==> config.mk <==
export PLATFORM = sky130hd
export DESIGN_NAME = answer_sequencer
export DESIGN_NICKNAME = d
export VERILOG_FILES = /design/src/rtl/game_pkg.sv /design/src/rtl/digit_range_check.sv /design/src/rtl/answer_sequencer.sv
export SDC_FILE = /design/constraint.sdc
export NUM_CORES = 1
export LEC_CHECK = 0
export CAP_MARGIN = 20
export CORE_MARGIN = 5
export CORE_UTILIZATION = 45
export DETAILED_ROUTE_END_ITERATION = 8
export GPL_ROUTABILITY_DRIVEN = 1
export GPL_TIMING_DRIVEN = 0
export PLACE_DENSITY_LB_ADDON = 0.08
export REMOVE_ABC_BUFFERS = 1
export SLEW_MARGIN = 25
export SYNTH_ARGS = -nofsm -noshare
export SYNTH_HDL_FRONTEND = slang
export SYNTH_SLANG_ARGS = --single-unit
==> constraint.sdc <==
create_clock -name clk -period 2.4 [get_ports clk]
set_input_delay 0.36 -clock clk [delete_from_list [all_inputs] [get_ports clk]]
set_output_delay 0.36 -clock clk [all_outputs]
set_load 0.005 [all_outputs]
==> src/rtl/game_pkg.sv <==
// rtl/game_pkg.sv - shared answer-game constants and sequencer state encoding
package game_pkg;

  localparam int DIGIT_W   = 4;
  localparam int DIGITS    = 8;
  localparam int MAX_DIGIT = 8;

  typedef enum logic [2:0] {
    ST_IDLE,
    ST_REQ,
    ST_WAIT,
    ST_CHECK,
    ST_WRITE,
    ST_DONE,
    ST_ERROR
  } state_t;

endpackage

==> src/rtl/digit_range_check.sv <==
// rtl/digit_range_check.sv - flags a packed word whose every digit lies in 1..MAX_DIGIT
module digit_range_check #(
  parameter int DIGITS    = game_pkg::DIGITS,
  parameter int MAX_DIGIT = game_pkg::MAX_DIGIT
) (
  input  logic [DIGITS*game_pkg::DIGIT_W-1:0] word,
  output logic                                all_valid
);
  import game_pkg::*;

  localparam logic [DIGIT_W-1:0] MAX_D = DIGIT_W'(MAX_DIGIT);

  always_comb begin
    all_valid = 1'b1;
    for (int i = 0; i < DIGITS; i++) begin
      if ((word[i*DIGIT_W +: DIGIT_W] == '0) || (word[i*DIGIT_W +: DIGIT_W] > MAX_D))
        all_valid = 1'b0;
    end
  end

endmodule

==> src/rtl/answer_sequencer.sv <==
// rtl/answer_sequencer.sv - fetches a random word, validates it and writes it digit by digit
module answer_sequencer #(
  parameter int DIGITS    = game_pkg::DIGITS,
  parameter int MAX_DIGIT = game_pkg::MAX_DIGIT,
  parameter int TIMEOUT   = 15,
  parameter int MAX_RETRY = 3
) (
  input  logic                                clk,
  input  logic                                rst_n,
  input  logic                                new_game,
  output logic                                gen_req,
  input  logic                                gen_valid,
  input  logic [DIGITS*game_pkg::DIGIT_W-1:0] gen_data,
  output logic                                ans_we,
  output logic [2:0]                          ans_addr,
  output logic [game_pkg::DIGIT_W-1:0]        ans_wdata,
  output logic                                busy,
  output logic                                answer_ready,
  output logic                                error
);
  import game_pkg::*;

  localparam int TMO_W = $clog2(TIMEOUT + 1);
  localparam int RTY_W = $clog2(MAX_RETRY + 1);
  localparam logic [TMO_W-1:0] TMO_LAST  = TMO_W'(TIMEOUT - 1);
  localparam logic [RTY_W-1:0] RTY_LIMIT = RTY_W'(MAX_RETRY);
  localparam logic [2:0]       IDX_LAST  = 3'(DIGITS - 1);

  state_t                     state;
  logic [TMO_W-1:0]           tmo_cnt;
  logic [RTY_W-1:0]           retry_cnt;
  logic [RTY_W-1:0]           retry_inc;
  logic [2:0]                 idx;
  logic [2:0]                 idx_inc;
  logic [DIGITS*DIGIT_W-1:0]  word_q;
  logic [DIGIT_W-1:0]         next_digit;
  logic                       all_valid;
  logic                       attempt_failed;

  digit_range_check #(
    .DIGITS    (DIGITS),
    .MAX_DIGIT (MAX_DIGIT)
  ) u_range_check (
    .word      (word_q),
    .all_valid (all_valid)
  );

  // A timeout and a rejected word are the same kind of failed attempt.
  always_comb begin
    retry_inc      = retry_cnt + 1'b1;
    idx_inc        = idx + 3'd1;
    next_digit     = word_q[idx_inc*DIGIT_W +: DIGIT_W];
    attempt_failed = ((state == ST_WAIT) && !gen_valid && (tmo_cnt == TMO_LAST)) ||
                     ((state == ST_CHECK) && !all_valid);
  end

  always_ff @(posedge clk or negedge rst_n) begin
    if (!rst_n) begin
      state        <= ST_IDLE;
      gen_req      <= 1'b0;
      ans_we       <= 1'b0;
      ans_addr     <= '0;
      ans_wdata    <= '0;
      busy         <= 1'b0;
      answer_ready <= 1'b0;
      error        <= 1'b0;
      tmo_cnt      <= '0;
      retry_cnt    <= '0;
      idx          <= '0;
      word_q       <= '0;
    end else begin
      gen_req   <= 1'b0;
      ans_we    <= 1'b0;
      ans_addr  <= '0;
      ans_wdata <= '0;
      if (attempt_failed) begin
        retry_cnt <= retry_inc;
        if (retry_inc == RTY_LIMIT) begin
          state <= ST_ERROR;
          busy  <= 1'b0;
          error <= 1'b1;
        end else begin
          state   <= ST_REQ;
          gen_req <= 1'b1;
        end
      end else begin
        case (state)
          ST_IDLE, ST_DONE, ST_ERROR: begin
            if (new_game) begin
              state        <= ST_REQ;
              gen_req      <= 1'b1;
              busy         <= 1'b1;
              answer_ready <= 1'b0;
              error        <= 1'b0;
              retry_cnt    <= '0;
            end
          end
          ST_REQ: begin
            tmo_cnt <= '0;
            state   <= ST_WAIT;
          end
          ST_WAIT: begin
            if (gen_valid) begin
              word_q <= gen_data;
              state  <= ST_CHECK;
            end else begin
              tmo_cnt <= tmo_cnt + 1'b1;
            end
          end
          ST_CHECK: begin
            state     <= ST_WRITE;
            idx       <= '0;
            ans_we    <= 1'b1;
            ans_addr  <= '0;
            ans_wdata <= word_q[DIGIT_W-1:0];
          end
          ST_WRITE: begin
            if (idx == IDX_LAST) begin
              state        <= ST_DONE;
              busy         <= 1'b0;
              answer_ready <= 1'b1;
              retry_cnt    <= '0;
            end else begin
              idx       <= idx_inc;
              ans_we    <= 1'b1;
              ans_addr  <= idx_inc;
              ans_wdata <= next_digit;
            end
          end
          default: state <= ST_IDLE;
        endcase
      end
    end
  end

endmodule

==> impl_results.md <==
* Post-synth ARST share at 100.0%
* H-tree levels at 2
* Die Span Y at 88.97 um
* Rows at 28
* Post-Layout Cell Count at 348
* Worst setup path endpoint: ans_wdata[2]$_DFF_PN0_
* Core Area at 5991 um2
* I/O pin count at 48
* Worst-margin pin slew at 0.6145 ns
* Synth Area per Inst at 12.36 um2
* Post-Route WL at 5.607 mm
* Largest net degree at the start of global routing at 34
* Met3 Track Usage GR at 3.502%
* Iter 0 DRT Violations at 46
* Worst hold path type: in -> async
* Die X at 88.97 um
* Drt via density at 5.603
* Wire per inst at 16.11 um
* Inst Count DP at 339
* Arrival @ worst endpoint at 2.38 ns
* Combinational share of power at 41.9%
* Crit start category: register
* DPL Wire Length at 4.258 mm
* Routability Congestion at 0.7561
* Synth top area share at 49.93%
* Seq/Total Area, Yosys at 49.93%
* Worst R2R Start: idx[0]$_DFFE_PN0P_
* Total CTS buffers at 5
* Reg-to-reg endpoint: ans_wdata[2]$_DFF_PN0_
* Yosys warns at 0
* Final worst-path cycle share at 91.34%
* Met1 Resource Use GR at 20.49%
* Critical Path Source: idx[0]$_DFFE_PN0P_
* CTS max path bufs at 2
* Post-synth top flop: dfrtp_1
* Synthesis-to-finish area growth at 24.39%
* Psw at 1.520 mW
* Ranking of synthesized cells by area: dfrtp_1, mux2_2, mux4_2
* Cell internal pwr at 2.781 mW
* Final nets at 313
* Antenna violations before repair at 0
* Initial Util at 46.85%
* Worst rel slew slack at 59.03%
* Share of layout cells above drive strength 1 at 22.71%
* Fillers at 511
* Post-Syn Area at 2806 um2
* Post-CTS setup buffer count at 0
* First-pass GRT wire length at 9.418 mm
* Leading area contributor after synthesis: dfrtp_1
* PortBufs at 47
* DR pass1 iterations at 4
* Worst R2R Setup Slack at 0.21 ns
* CTS root buf: clkbuf_8
* Max-slew violations at 0
* GRT Overall Usage at 15.59%
* Diodes inserted at 0
* Clock Skew at 0.007664 ns
* Gr busiest metal: met2
* CTS clk-pin slew, worst paths at 0.10 ns
* Worst-case vdd ir drop at 0.5876 mV
* Minimum clock period at 2.192 ns
* Vias in the first global route at 1,902
* DR vias at 1,950
* Multi-input logic area at 1323 um2
* Max Clk Rate at 0.4562 GHz
* Clock power share at 14.9%
* Seq cells post-synth at 56
* CP endpoint kind: register
* # DRC at 0
* Power Density at 1232 nW/um2
* Hold Slack at 0.4771 ns
* Netlist cell types at 39
* Flop pwr share at 43.1%
* CP max FO at 11
* Sw Ratio at 35.34%
* Number of synthesized flops with an enable pin at 0
* Outcome: completed
* # setup viols final at 0
* Clock Latency Late Sink at 0.31 ns
* Total congestion overflow at 0
* Data required, critical path at 2.59 ns
* Final-report hold violation count at 0
* Total power at 4.301 mW
* Antenna-violating nets left at 0
* Register Area at 1401 um2
* Total die area at 7916 um2
* Core Util, Final at 58.27%
* GR Layer Usage met2 at 25.64%
* Max-Cap Viols at 0
* Cells after synthesis at 227
* Sink Count at 56
* CTS tree: yes
* R2R depth at 4
* Unrepaired setup endpoints after global routing: false
* CP Class: reg -> reg
* Leakage at 1.440 nW
## stage by stage
step / worst slack (ns) / setup TNS (ns) / instance area, um2
floorplan: 0.2523 / 0 / 2751
global placement: -0.7986 / -53.52 / 3316
detailed placement: 0.09375 / 0 / 3354
CTS: 0.07014 / 0 / 3486
global route: 0.05726 / 0 / 3491
finish: 0.2079 / 0 / 3491
## logic make-up (layout without fill, tap and decap cells)
group / Yosys count / in the layout / synth area share [%]
AO/OA/AOI/OAI: 43 / 43 / 10.83
XOR/XNOR: 1 / 1 / 0.3121
multiplexers: 52 / 52 / 23.67
AND/OR/NAND/NOR: 49 / 49 / 9.853
buffers and inverters: 21 / 67 / 3.165
adder cells (fa/ha/maj): 5 / 5 / 2.229
flip-flops: 56 / 56 / 49.93
## layer usage
metal | wire length, um | up-vias
met5 | 0 | -
met4 | 82 | 0
met3 | 224 | 6
met2 | 2776 | 34
met1 | 2522 | 973
li1 | - | 937
## cell usage after synthesis (2+ instances only)
| master | count |
|---|---|
| dfrtp_1 | 56 |
| mux2_2 | 33 |
| nand2_1 | 13 |
| o21ai_0 | 10 |
| inv_1 | 9 |
| mux2i_1 | 9 |
| nor4_1 | 9 |
| buf_2 | 8 |
| mux4_2 | 8 |
| o31a_1 | 8 |
| a21oi_1 | 7 |
| nor2_1 | 6 |
| ha_1 | 5 |
| nand3_1 | 5 |
| o2bb2ai_1 | 5 |
| a31oi_1 | 3 |
| and3_1 | 3 |
| clkbuf_1 | 3 |
| nor3_1 | 3 |
| nor4_2 | 3 |
| mux2_1 | 2 |
| nor2_2 | 2 |
## power groups by stage
stage / clock [mW] / combinational, mW / sequential (mW)
floorplan: 0 / 1.42 / 1.71
global placement: 0 / 1.77 / 1.86
detailed placement: 0 / 1.82 / 1.87
CTS: 0.670 / 1.83 / 1.85
global route: 0.704 / 2.00 / 1.93
finish: 0.642 / 1.80 / 1.86
## sequential cells by signal, indices dropped and copies added, names as in the netlist
name / flops
tmo_cnt: 4
gen_req: 1
retry_cnt: 2
busy: 1
idx: 3
ans_addr: 3
error: 1
word_q: 32
state: 3
ans_we: 1
answer_ready: 1
ans_wdata: 4
## worst max-delay path, cell delays in order (launching register included)
cell	delay, ns
dfrtp_1	0.56
ha_1	0.69
mux4_2	0.58
mux2i_1	0.14
o2bb2ai_1	0.09
## worst min-delay path by stage
stage	from	end	slack, ns	cells past startpoint
2_1_floorplan	rst_n	ans_addr[0]$_DFF_PN0_	0.06	0
3_3_place_gp	retry_cnt[0]$_DFFE_PN0P_	retry_cnt[0]$_DFFE_PN0P_	0.47	1
3_5_place_dp	rst_n	tmo_cnt[2]$_DFFE_PN0P_	0.28	1
4_1_cts	rst_n	ans_addr[2]$_DFF_PN0_	0.48	2
5_1_grt	rst_n	tmo_cnt[3]$_DFFE_PN0P_	0.49	2
6_report	rst_n	ans_addr[2]$_DFF_PN0_	0.48	2
## area by class of cell
type / count / area share (%)
timing repair buffer: 50 / 14.84
clock inverter: 2 / 1.111
clock buffer: 6 / 2.366
tap: 75 / 2.688
sequential: 56 / 40.14
inverter: 9 / 0.9677
multi-input combinational: 150 / 37.89
## placed cells by master, fill, tap and decap left out, drive strengths merged, types with 2 or more instances in the layout
master and instances:
inv 9, nor2 8, clkdlybuf4s50 46, a31o 2, dfrtp 56, o31a 8
and3 3, ha 5, mux2 35, o21ai 11, mux2i 9, nor4 12
o2bb2ai 5, a21oi 8, clkbuf 6, mux4 8, a31oi 3, nand2 13
nand3 5, buf 3, nor3 3
## what timing repair did
action | 4_1_cts | 5_1_grt
gates resized for setup | 0 | 1
hold endpoints to repair | 23 | 0
hold buffers | 1 | 0
endpoints found under the setup margin | 0 | 3
Note: power is estimated with default switching activity, not from simulation.
